## src/rtl/bcd_conv_arbiter.sv

```systemverilog
// bcd_conv_arbiter: round-robin arbiter sharing one iterative binary-to-BCD converter
// Optional abort on a stuck converter is enabled with `define ARB_TIMEOUT_EN.
module bcd_conv_arbiter #(
    parameter int N_REQ   = 4,
    parameter int BIN_W   = 8,
    parameter int BCD_W   = 16,
    parameter int TIMEOUT = 64
) (
    input  logic                   clk,
    input  logic                   rst,
    input  logic [N_REQ-1:0]       req,
    input  logic [N_REQ*BIN_W-1:0] req_data,
    output logic [N_REQ-1:0]       gnt,
    output logic [N_REQ-1:0]       done,
    output logic [BCD_W-1:0]       result,
    output logic                   busy,
    output logic                   conv_en,
    output logic [BIN_W-1:0]       conv_bin,
    input  logic                   conv_rdy,
    input  logic [BCD_W-1:0]       conv_bcd,
    output logic                   timeout
);
    localparam int PW = N_REQ > 1 ? $clog2(N_REQ) : 1;

    typedef enum logic [2:0] {IDLE, ISSUE, WAIT_LO, WAIT_HI, DONE} state_t;

    state_t           state;
    logic [PW-1:0]    rr_ptr;
    logic [PW-1:0]    win;
    logic [PW-1:0]    win_idx;
    logic [BIN_W-1:0] win_data;
    logic             found;
    int               idx;

`ifdef ARB_TIMEOUT_EN
    localparam int CW = $clog2(TIMEOUT + 1);
    logic [CW-1:0] wait_cnt;
    logic          expire;
    assign expire = wait_cnt == CW'(TIMEOUT - 1);
`else
    assign timeout = 1'b0;
`endif

    // first requester at or after rr_ptr, wrapping modulo N_REQ
    always_comb begin
        win_idx  = '0;
        win_data = '0;
        found    = 1'b0;
        idx      = 0;
        for (int i = 0; i < N_REQ; i++) begin
            idx = int'(rr_ptr) + i;
            if (idx >= N_REQ) idx = idx - N_REQ;
            if (!found && req[idx]) begin
                found    = 1'b1;
                win_idx  = PW'(idx);
                win_data = req_data[idx*BIN_W +: BIN_W];
            end
        end
    end

    // sequencer: grant, start converter, wait for rdy low then high, return result
    always_ff @(posedge clk) begin
        if (rst) begin
            state    <= IDLE;
            rr_ptr   <= '0;
            win      <= '0;
            gnt      <= '0;
            done     <= '0;
            result   <= '0;
            busy     <= 1'b0;
            conv_en  <= 1'b0;
            conv_bin <= '0;
`ifdef ARB_TIMEOUT_EN
            wait_cnt <= '0;
            timeout  <= 1'b0;
`endif
        end else begin
            case (state)
                IDLE: if (found) begin
                    gnt      <= N_REQ'(1) << win_idx;
                    win      <= win_idx;
                    conv_bin <= win_data;
                    conv_en  <= 1'b1;
                    busy     <= 1'b1;
                    state    <= ISSUE;
                end
                ISSUE: begin
                    conv_en <= 1'b0;
`ifdef ARB_TIMEOUT_EN
                    wait_cnt <= '0;
`endif
                    state   <= WAIT_LO;
                end
                WAIT_LO: begin
`ifdef ARB_TIMEOUT_EN
                    wait_cnt <= wait_cnt + CW'(1);
                    if (expire) begin
                        result  <= '1;
                        done    <= gnt;
                        timeout <= 1'b1;
                        state   <= DONE;
                    end else
`endif
                    if (!conv_rdy) state <= WAIT_HI;
                end
                WAIT_HI: begin
`ifdef ARB_TIMEOUT_EN
                    wait_cnt <= wait_cnt + CW'(1);
`endif
                    if (conv_rdy) begin
                        result <= conv_bcd;
                        done   <= gnt;
                        state  <= DONE;
                    end
`ifdef ARB_TIMEOUT_EN
                    else if (expire) begin
                        result  <= '1;
                        done    <= gnt;
                        timeout <= 1'b1;
                        state   <= DONE;
                    end
`endif
                end
                DONE: begin
                    done   <= '0;
                    gnt    <= '0;
                    busy   <= 1'b0;
                    rr_ptr <= win == PW'(N_REQ - 1) ? '0 : win + PW'(1);
`ifdef ARB_TIMEOUT_EN
                    timeout <= 1'b0;
`endif
                    state  <= IDLE;
                end
                default: state <= IDLE;
            endcase
        end
    end
endmodule

```

## config.mk

```make
export PLATFORM = sky130hd
export DESIGN_NAME = bcd_conv_arbiter
export DESIGN_NICKNAME = d
export VERILOG_FILES = /design/src/rtl/bcd_conv_arbiter.sv
export SDC_FILE = /design/constraint.sdc
export NUM_CORES = 1
export LEC_CHECK = 0
export BUFFER_PORTS_ARGS = -buffer_cell sky130_fd_sc_hd__buf_4
export CAP_MARGIN = 5
export CORE_ASPECT_RATIO = 1.2
export CORE_MARGIN = 2
export CORE_UTILIZATION = 40
export CTS_CLUSTER_SIZE = 30
export DETAILED_ROUTE_END_ITERATION = 8
export HOLD_SLACK_MARGIN = 0.12
export PLACE_DENSITY = 0.63
export SLEW_MARGIN = 25
export SYNTH_ARGS = -nofsm -noshare
export SYNTH_HDL_FRONTEND = slang
export SYNTH_SLANG_ARGS = --single-unit
export TNS_END_PERCENT = 1
```

## constraint.sdc

```tcl
create_clock -name clk -period 3.94 [get_ports clk]
set_input_delay 0.788 -clock clk [delete_from_list [all_inputs] [get_ports clk]]
set_output_delay 0.788 -clock clk [all_outputs]
set_load 0.05 [all_outputs]
```

# After elaboration in Yosys (flattened, before gate mapping)
# Index checks and enable logic that the tools add are counted.
# Widths: inputs -> output; s select.
op_classes:
  n_mul: 0
  n_reduce_logical: 16
  magnitude_cmp: 8
  n_bitwise: 0
  div_mod_pow: 0
  shifts: 5
  n_eq_ne: 8
  addsub: 8
  n_mux: 40
op_table:
  columns: ["cell", "n"]
  rows:
  - ["$lt 32x4->1 const B", 4]
  - ["$mux 32", 4]
  - ["$shiftx 32x32->8", 4]
  - ["$mux 8", 4]
  - ["$pmux 4 s2", 2]
  - ["$mux 1", 13]
  - ["$pmux 3 s4", 1]
  - ["$sub 3x3->4 const B", 3]
  - ["$mux 2", 5]
  - ["$reduce_and 2->1", 5]
  - ["$ge 3x3->1 const B", 3]
  - ["$mux 3", 3]
  - ["$bmux 1 s2", 4]
  - ["$mux 4", 2]
  - ["$add 2x2->3 const B", 2]
  - ["$eq 3x2->1 const B", 2]
  - ["$ne 2x2->1 const B", 3]
  - ["$reduce_bool 2->1", 3]
  - ["$pmux 1 s2", 2]
  - ["$shl 1x2->4 const A", 1]
  - ["$sub 2x3->4 const B", 1]
  - ["$add 2x1->3 const B", 1]
  - ["$eq 3x1->1 const B", 1]
  - ["$eq 3x3->1 const B", 1]
  - ["7 further kinds", 11]
word_totals:
  mem_bits_rw: 0
  in_bits: 55
  latch_bits: 0
  memories: 0
  out_inout_bits: 35
  mem_bits_ro: 0
  elab_cells: 94
  regBits: 41

# Longest topological paths before layout
# Gate-level depths: netlist of run 1.
depth:
  word_depth: 18
  ltp_mapped: 11
  depth_no_buf: 8

# Worst setup path after synthesis of run 1
# OpenSTA, ideal clock, no wires.
synth_path:
  path_kind: "register to register"
  from: "reg rr_ptr[0]"
  to: "reg conv_bin[4]"
  path_stages_with_launch: 11
  t_required_ps: 3853
  synth_period_minus_slack_ps: 2999
  setup_ps: 87
  n_path_buf: 2
  arrival_time_ps: 2912
  path_slack_ps: 941
  cell_sequence: "dfxtp_1 -> buf_2 -> clkinv_1 -> ha_1 -> buf_6 -> mux4_2 -> or4b_4 -> nor2_1 -> a21oi_1 -> and4_1 -> o31ai_1"
synth_via:
  elab_chain_cells: 16
  elab_cells_between_ends: 46
  cone_classes: "add/sub: 7; order compare: 4; shift: 4; mux: 24; reduce/logical: 7"
synth_rtl:
  columns: ["element", "line_no", "text"]
  rows:
  - ["start: declaration", "28", "logic [PW-1:0] rr_ptr;"]
  - ["start signal: assignment", "128", "rr_ptr <= win == PW'(N_REQ - 1) ? '0 : win + PW'(1);"]
  - ["parallel branches: the longest is 16 deep, another holds $sub 3x3->4", null, null]
  - ["end signal: assignment", "82", "conv_bin <= win_data;"]
  - ["end: declaration", "18", "output logic [BIN_W-1:0] conv_bin,"]
# Parallel ways; which one is timed is not known. The select of a mux whose other input is x is not followed.
# A chain may end at the register's enable or synchronous reset.

# Final worst setup path of run 1
layout_path:
  from: "reg rr_ptr[0]"
  to: "reg conv_bin[0]"
# The elaborated chain is that of the path after synthesis.

==> impl_results.md, run 1 <==
* Via density at about 5.6
* Drt wl/cell at 15.20 µm
* Status: finished clean
* Layout area overhead at 27.06%
* Via count at between 2k and 3k
* DRC viols at 0
* Gate Count Post-Synth at ~370
* Std cell rows at 34
* Die Span X at 81.90 µm
* Grt ovf at 0
* FMAX at 340.2 MHz
* WP data arrival at between 3 and 4 ns
* CTS sink count at 41
* CP Max Fanout at 66
* Max_cap viols at 0
* Vias in the first global route at 2,738
* Final-report hold violation count at 0
* Pwr Density at 307.6 nW/µm²
* PortBufs at 88
* Total power at 1138 µW
* Root buffer cell: clkbuf_8
* Die Footprint at 7984 µm²
* Most common cell after layout, fill and taps aside: buf_4
* Leakage at approximately 0.0014 µW
* Crit path largest cell delay at 0.73 ns
* Slew @ Worst Pin at around 0.80 ns
* # diodes at 0
* Share of cells above drive strength 1 at 29.52%
* Antenna violations before repair at 0
* Async S/R FF share, synth at 0%
* TritonCTS buffer count at 5
* Sequential area share after synthesis at 28.18%
* Most frequent CP cell: a221oi_1
* Max Slew Vio Count at 0
* Min Tclk post-route at between 2 and 3 ns
* Crit end category: register
* Number of top-level pins at 90
* Mapped Area at about 3000 µm²
* Worst Hold Class: reg -> reg
* GR Util All Layers at 20.10%
* Required @ worst endpoint at around 4.1 ns
* Pin count of the biggest net entering global routing at 67
* Critical Path Start Type: register
* Worst VDD drop at 0.0001982 V
* Post_cts resized at 0
* HPWL after DPL at 5853 µm
* DR iter-0 viols at 104
* Kind of critical path: reg -> reg
* Post-synth cell types at 47
* Avg Inst Size Synth at 7.958 µm²
* Initial Util at 40.76%
* TNS Setup at 0 ns
* Post-synthesis net count at approximately 430
* RSZ-0062 raised after global routing: false
* TritonRoute pass-1 iters at 4
* GPL Wtd Cong at 0.8572
* Ys flop type: dfxtp_1
* Clk_lat worst skew at 0.28 ns
* Die height at 97.48 µm
* First-pass GRT wire length at 13,190 µm
* Setup violators final at 0
* CTS clk-pin slew, worst paths at 0.08 ns
* CTS max path bufs at 2
* Cell Chain, Critical Path: buf_4 -> mux4_2 -> or3b_2 -> a221oi_1 -> a31oi_1 -> o21ai_0 -> a221oi_1
* Final worst path period share at approximately 75%
* Slew HR at around 47%
* Core Region at 7147 µm²
* CTS tree: yes
* Most frequent cells in the layout: 94 x buf_4, 70 x nand2_1, 40 x dfxtp_1
* Post-CTS Setup Inserts at 0
* Nets at 496
* Post-Route WL at about 8000 µm
* Slowest-stage cell, CP: mux4_2
* Final ANT Viol Nets at 0
* H-tree depth at 2
* CTS Hold Bufs at 0
* Post-synth EDFFs at 0
* Clock skew at 0.005726 ns
* Ys Warns at 0
* Synth Register Bits at 41
==> state kept, by name (all words and copies together) (netlist names) <==
| name | cells |
|---|---|
| state | 3 |
| win | 2 |
| busy | 1 |
| conv_bin | 8 |
| rr_ptr | 2 |
| result | 16 |
| gnt | 4 |
| done | 4 |
| conv_en | 1 |
==> Yosys cell counts (all sizes together), types with 2 or more instances <==
library cell | instances | area (µm²)
a2111oi | 2 | 17.52
a211oi | 3 | 22.52
a21oi | 34 | 170.2
a221oi | 7 | 61.31
a31oi | 8 | 50.05
a32oi | 3 | 26.28
and3 | 8 | 50.05
and4 | 4 | 37.54
buf | 9 | 56.30
clkbuf | 21 | 78.83
dfxtp | 41 | 820.8
ha | 4 | 50.05
inv | 5 | 18.77
mux2 | 11 | 123.9
mux2i | 20 | 200.2
mux4 | 11 | 247.7
nand2 | 70 | 262.8
nand2b | 5 | 31.28
nand3 | 12 | 60.06
nor2 | 18 | 67.56
nor2b | 4 | 25.02
nor3 | 5 | 25.02
o211ai | 6 | 45.04
o21a | 4 | 30.03
o21ai | 19 | 95.09
o21bai | 3 | 22.52
o221ai | 2 | 17.52
o22a | 2 | 17.52
o22ai | 5 | 31.28
o31ai | 5 | 37.54
or3b | 2 | 17.52
==> logic make-up (layout without fill, tap and decap cells) <==
group	count (synthesis)	after routing	share of synthesized area (%)
other	1	1	0.1287
AOI/OAI and AO/OA	106	106	23.07
DFF	41	41	28.18
adders and majority gates	4	4	1.718
and+or+nand+nor	136	136	21.86
muxes	42	42	19.63
buffers and inverters	36	107	5.412
==> final cells by class <==
class	count	area [µm²]
fill	718	3446
multi-input combinational	289	1934
sequential	41	822.0
timing repair buffer	94	705.7
clock inverter	2	35.03
tap	90	112.6
inverter	6	22.52
clock buffer	5	68.82
==> per-stage QoR <==
stage / cell area [µm²] / setup slack [ns] / cells / hold WS, ns / utilization (%)
floorplan: 2913 / 0.9406 / 366 / 0.4530 / -
global placement: 3597 / 1.041 / 520 / 0.4427 / 50.33
detailed placement: 3597 / 0.9992 / 520 / 0.4483 / 50.33
CTS: 3701 / 0.9774 / 527 / 0.4594 / 51.79
global route: 3701 / 0.7640 / 527 / 0.4793 / 51.79
finish: 3701 / 1.000 / 527 / 0.4548 / 51.79
==> worst max-delay path, delay by kind of cell, from the launching register on <==
kind / cells / cell delay, ns
and+or+nand+nor: 1 / 0.58
buffers and inverters: 1 / 0.64
muxes: 1 / 0.73
DFF: 1 / 0.33
AOI/OAI and AO/OA: 4 / 0.52
==> report_power, final <==
group,internal (µW),total [µW],switching (µW)
logic,139,355,216
registers,444,463,19.0
clock network,184,320,136
total,767,1140,371
==> routing by layer <==
| layer | vias up | share of wire [%] | GRT usage, % |
|---|---|---|---|
| li1 | 1493 | - | - |
| met1 | 1343 | 44 | 27.55 |
| met2 | 108 | 49 | 33.15 |
| met3 | 4 | 6.8 | 2.323 |
| met4 | 0 | 0.46 | 5.000 |
| met5 | - | 0 | 0 |
==> worst paths after layout <==
check                           startpoint          end  slack, ns  cells after the start
worst max-delay path             rr_ptr[0]  conv_bin[0]       1.00                      7
worst max register to register   rr_ptr[0]  conv_bin[0]       1.00                      7
worst min-delay path            result[10]   result[10]       0.45                      2
worst min register to register  result[10]   result[10]       0.45                      2
(Power assumes the default switching activity.)
==> inputs of run 2 (changes only) <==
- ABC_AREA: unset -> 1
- PLACE_DENSITY: 0.63 -> 0.62
- clock period: 3.94 -> 2.8 ns (I/O delays scaled with it)
==> impl_results.md, run 2 <==
* Via count at 3,289 (was 2,948)
* Post-CTS Setup Inserts at 0 (unchanged)
* Status: finished clean (unchanged)
* Reg2reg path depth at 10 (was 7)
* Via density at 5.068 (was 5.594)
* Ys flop type: dfxtp_1 (unchanged)
* Crit end category: register (unchanged)
* Ys Warns at 0 (unchanged)
* PortBufs at 88 (unchanged)
* Number of top-level pins at 90 (unchanged)
* # diodes at 0 (unchanged)
* TritonRoute pass-1 iters at 4 (unchanged)
* Antenna violations before repair at 0 (unchanged)
* HPWL after DPL at 6326 µm (was 5853 µm)
* Largest register FFs at 16 (unchanged)
* Final-report hold violation count at 0 (unchanged)
* FMAX at 433.2 MHz (was 340.2 MHz)
* WP data arrival at 2.48 ns (was 3.10 ns)
* Grt ovf at 0 (unchanged)
* Post-synthesis net count at 549 (was 425)
* Setup WS pre-CTS at 0.4839 ns (was 0.9992 ns)
* Pwr Density at 486.2 nW/µm² (was 307.6 nW/µm²)
* Kind of critical path: reg -> reg (unchanged)
* CTS sink count at 41 (unchanged)
* TritonCTS buffer count at 5 (unchanged)
* Min Tclk post-route at 2.309 ns (was 2.940 ns)
* Vias in the first global route at 3,162 (was 2,738)
* TNS Setup at 0 ns (unchanged)
* Final setup margin at 0.4914 ns (was 1.000 ns)
* Critical Path Start Type: register (unchanged)
* Setup violators final at 0 (unchanged)
* Gate Count Post-Synth at 490 (was 366)
* Die height at 99.80 µm (was 97.48 µm)
* Drt wl/cell at 12.83 µm (was 15.20 µm)
* CTS max path bufs at 2 (unchanged)
* Max_cap viols at 0 (unchanged)
* Pin count of the biggest net entering global routing at 63 (was 67)
* Required @ worst endpoint at 2.97 ns (was 4.10 ns)
* DRC viols at 0 (unchanged)
* Total power at 1851 µW (was 1138 µW)
* RSZ-0062 raised after global routing: false (unchanged)
* Layout fillers at 771 (was 718)
* Sequential area share after synthesis at 26.83% (was 28.18%)
* GPL Wtd Cong at 0.8324 (was 0.8572)
* Final ANT Viol Nets at 0 (unchanged)
* Leakage at 0.001777 µW (was 0.001419 µW)
* Most frequent cells in the layout: 128 x nand2_1, 94 x buf_4, 52 x a21oi_1, 52 x o21ai_0, 45 x nand3_1 (was 94 x buf_4, 70 x nand2_1, 40 x dfxtp_1)
* Nets at 617 (was 496)
* Root buffer cell: clkbuf_8 (unchanged)
* Top flop regs: result x16, conv_bin x8 (unchanged)
* Hold path cells at 2 (unchanged)
* Avg Inst Size Synth at 6.243 µm² (was 7.958 µm²)
* Top reg by flops: result (unchanged)
* Post-Route WL at 8325 µm (was 8011 µm)
* Slew HR at 53.07% (was 46.71%)
* Core Region at 7317 µm² (was 7147 µm²)
* Slew @ Worst Pin at 0.7023 ns (was 0.7993 ns)
* Final worst path period share at 82.45% (was 74.61%)
* Die Span X at 83.83 µm (was 81.90 µm)
* Clk_lat worst skew at 0.29 ns (was 0.28 ns)
* Worst Hold Class: reg -> reg (unchanged)
* Worst VDD drop at 0.0003641 V (was 0.0001982 V)
* Yosys top cell by area: dfxtp_1 (unchanged)
* CTS Hold Bufs at 0 (unchanged)
* First-pass GRT wire length at 13,970 µm (was 13,190 µm)
* Commonest cells post-synth: 128 x nand2_1, 52 x a21oi_1, 52 x o21ai_0 (was 70 x nand2_1, 41 x dfxtp_1, 34 x a21oi_1)
* Layout area overhead at 24.42% (was 27.06%)
* Synth Register Bits at 41 (unchanged)
* Share of cells above drive strength 1 at 24.15% (was 29.52%)
* CTS tree: yes (unchanged)
* GR Util All Layers at 19.79% (was 20.10%)
* Post-synth cell types at 35 (was 47)
* Most common cell after layout, fill and taps aside: nand2_1 (was buf_4)
* Post-synth EDFFs at 0 (unchanged)
* Max Slew Vio Count at 0 (unchanged)
* Top-count cell post-synth: nand2_1 (unchanged)
* H-tree depth at 2 (unchanged)
* Clock skew at 0.005386 ns (was 0.005726 ns)
* Largest cells by area after synthesis: dfxtp_1 27%, nand2_1 16%, a21oi_1 8.5% (was dfxtp_1 28%, nand2_1 9.0%, mux4_2 8.5%)
* Post_cts resized at 0 (unchanged)
* Initial Util at 41.81% (was 40.76%)
* Mapped Area at 3059 µm² (was 2913 µm²)
* DR iter-0 viols at 175 (was 104)
* Std cell rows at 34 (unchanged)
* CTS clk-pin slew, worst paths at 0.08 ns (about the same)
* Synth top area share at 26.83% (was 28.18%)
* Die Footprint at 8366 µm² (was 7984 µm²)
* Async S/R FF share, synth at 0% (unchanged)
* CP Max Fanout at 22 (was 66)
==> run 2: cell count changes in the layout (fill, tap and decap cells not counted), moves of 11 or more <==
cell / delta
a21oi_1: +18
nand3_1: +33
mux2i_1: -20
o21ai_0: +33
mux2_2: -11
mux4_2: -11
nand2_1: +58
inv_1: +33
nor2_1: +24
==> run 2: final cells by class <==
| type | instances | area (µm²) | area share, % |
|---|---|---|---|
| flip-flops and latches | 41 | 822.0 | 21.60 |
| repair buffers | 94 | 705.7 | 18.54 |
| multi-input cells | 375 | 1891 | 49.67 |
| clock inverters | 1 | 30.03 | 0.7890 |
| well taps | 90 | 112.6 | 2.959 |
| clock buffers | 7 | 86.33 | 2.268 |
| inverters | 41 | 158.9 | 4.175 |
==> run 2: worst paths after layout <==
path                            startpoint          end  slack [ns]
worst max-delay path             rr_ptr[0]  conv_bin[1]        0.49
worst min-delay path             result[5]    result[5]        0.47
worst max register to register   rr_ptr[0]  conv_bin[1]        0.49
worst min register to register   result[5]    result[5]        0.47
==> run 2: worst max-delay path, cell delays in order, from the launching register on <==
cell	delay, ns
dfxtp_2	0.37
inv_6	0.03
ha_1	0.53
inv_2	0.11
nand3_1	0.10
nand2_1	0.12
nand3b_2	0.28
nand2_4	0.25
inv_1	0.15
o21ai_0	0.19
a21oi_1	0.05
==> run 2: kinds of logic after synthesis <==
| kind of cell | share of synthesized area [%] |
|---|---|
| flops | 26.83 |
| simple gates | 37.38 |
| buf+inv | 11.37 |
| compound gates | 22.66 |
| other cells | 0.1226 |
| fa+ha+maj | 1.636 |
==> run 2: layer usage <==
metal	part of all wire, %	vias up	track usage, %
li1	-	1747	-
met1	43	1475	24.11
met2	53	60	37.05
met3	3.3	7	3.207
met4	0.73	0	3.474
met5	0	-	0
==> run 2: where the power goes <==
| part | switching, µW | internal (µW) | total (µW) |
|---|---|---|---|
| clock network | 200 | 291 | 491 |
| registers | 39.0 | 639 | 678 |
| logic | 451 | 230 | 681 |
| total | 690 | 1160 | 1850 |
==> run 2: metrics by stage <==
stage          utilization (%)  instances  area, µm²  hold WS (ns)
3_5_place_dp             50.43        641       3690        0.4565
2_1_floorplan                -        490       3059        0.4796
5_1_grt                  52.02        649       3806        0.4949
3_3_place_gp             50.43        641       3690        0.4477
4_1_cts                  52.02        649       3806        0.4690
6_report                 52.02        649       3806        0.4667
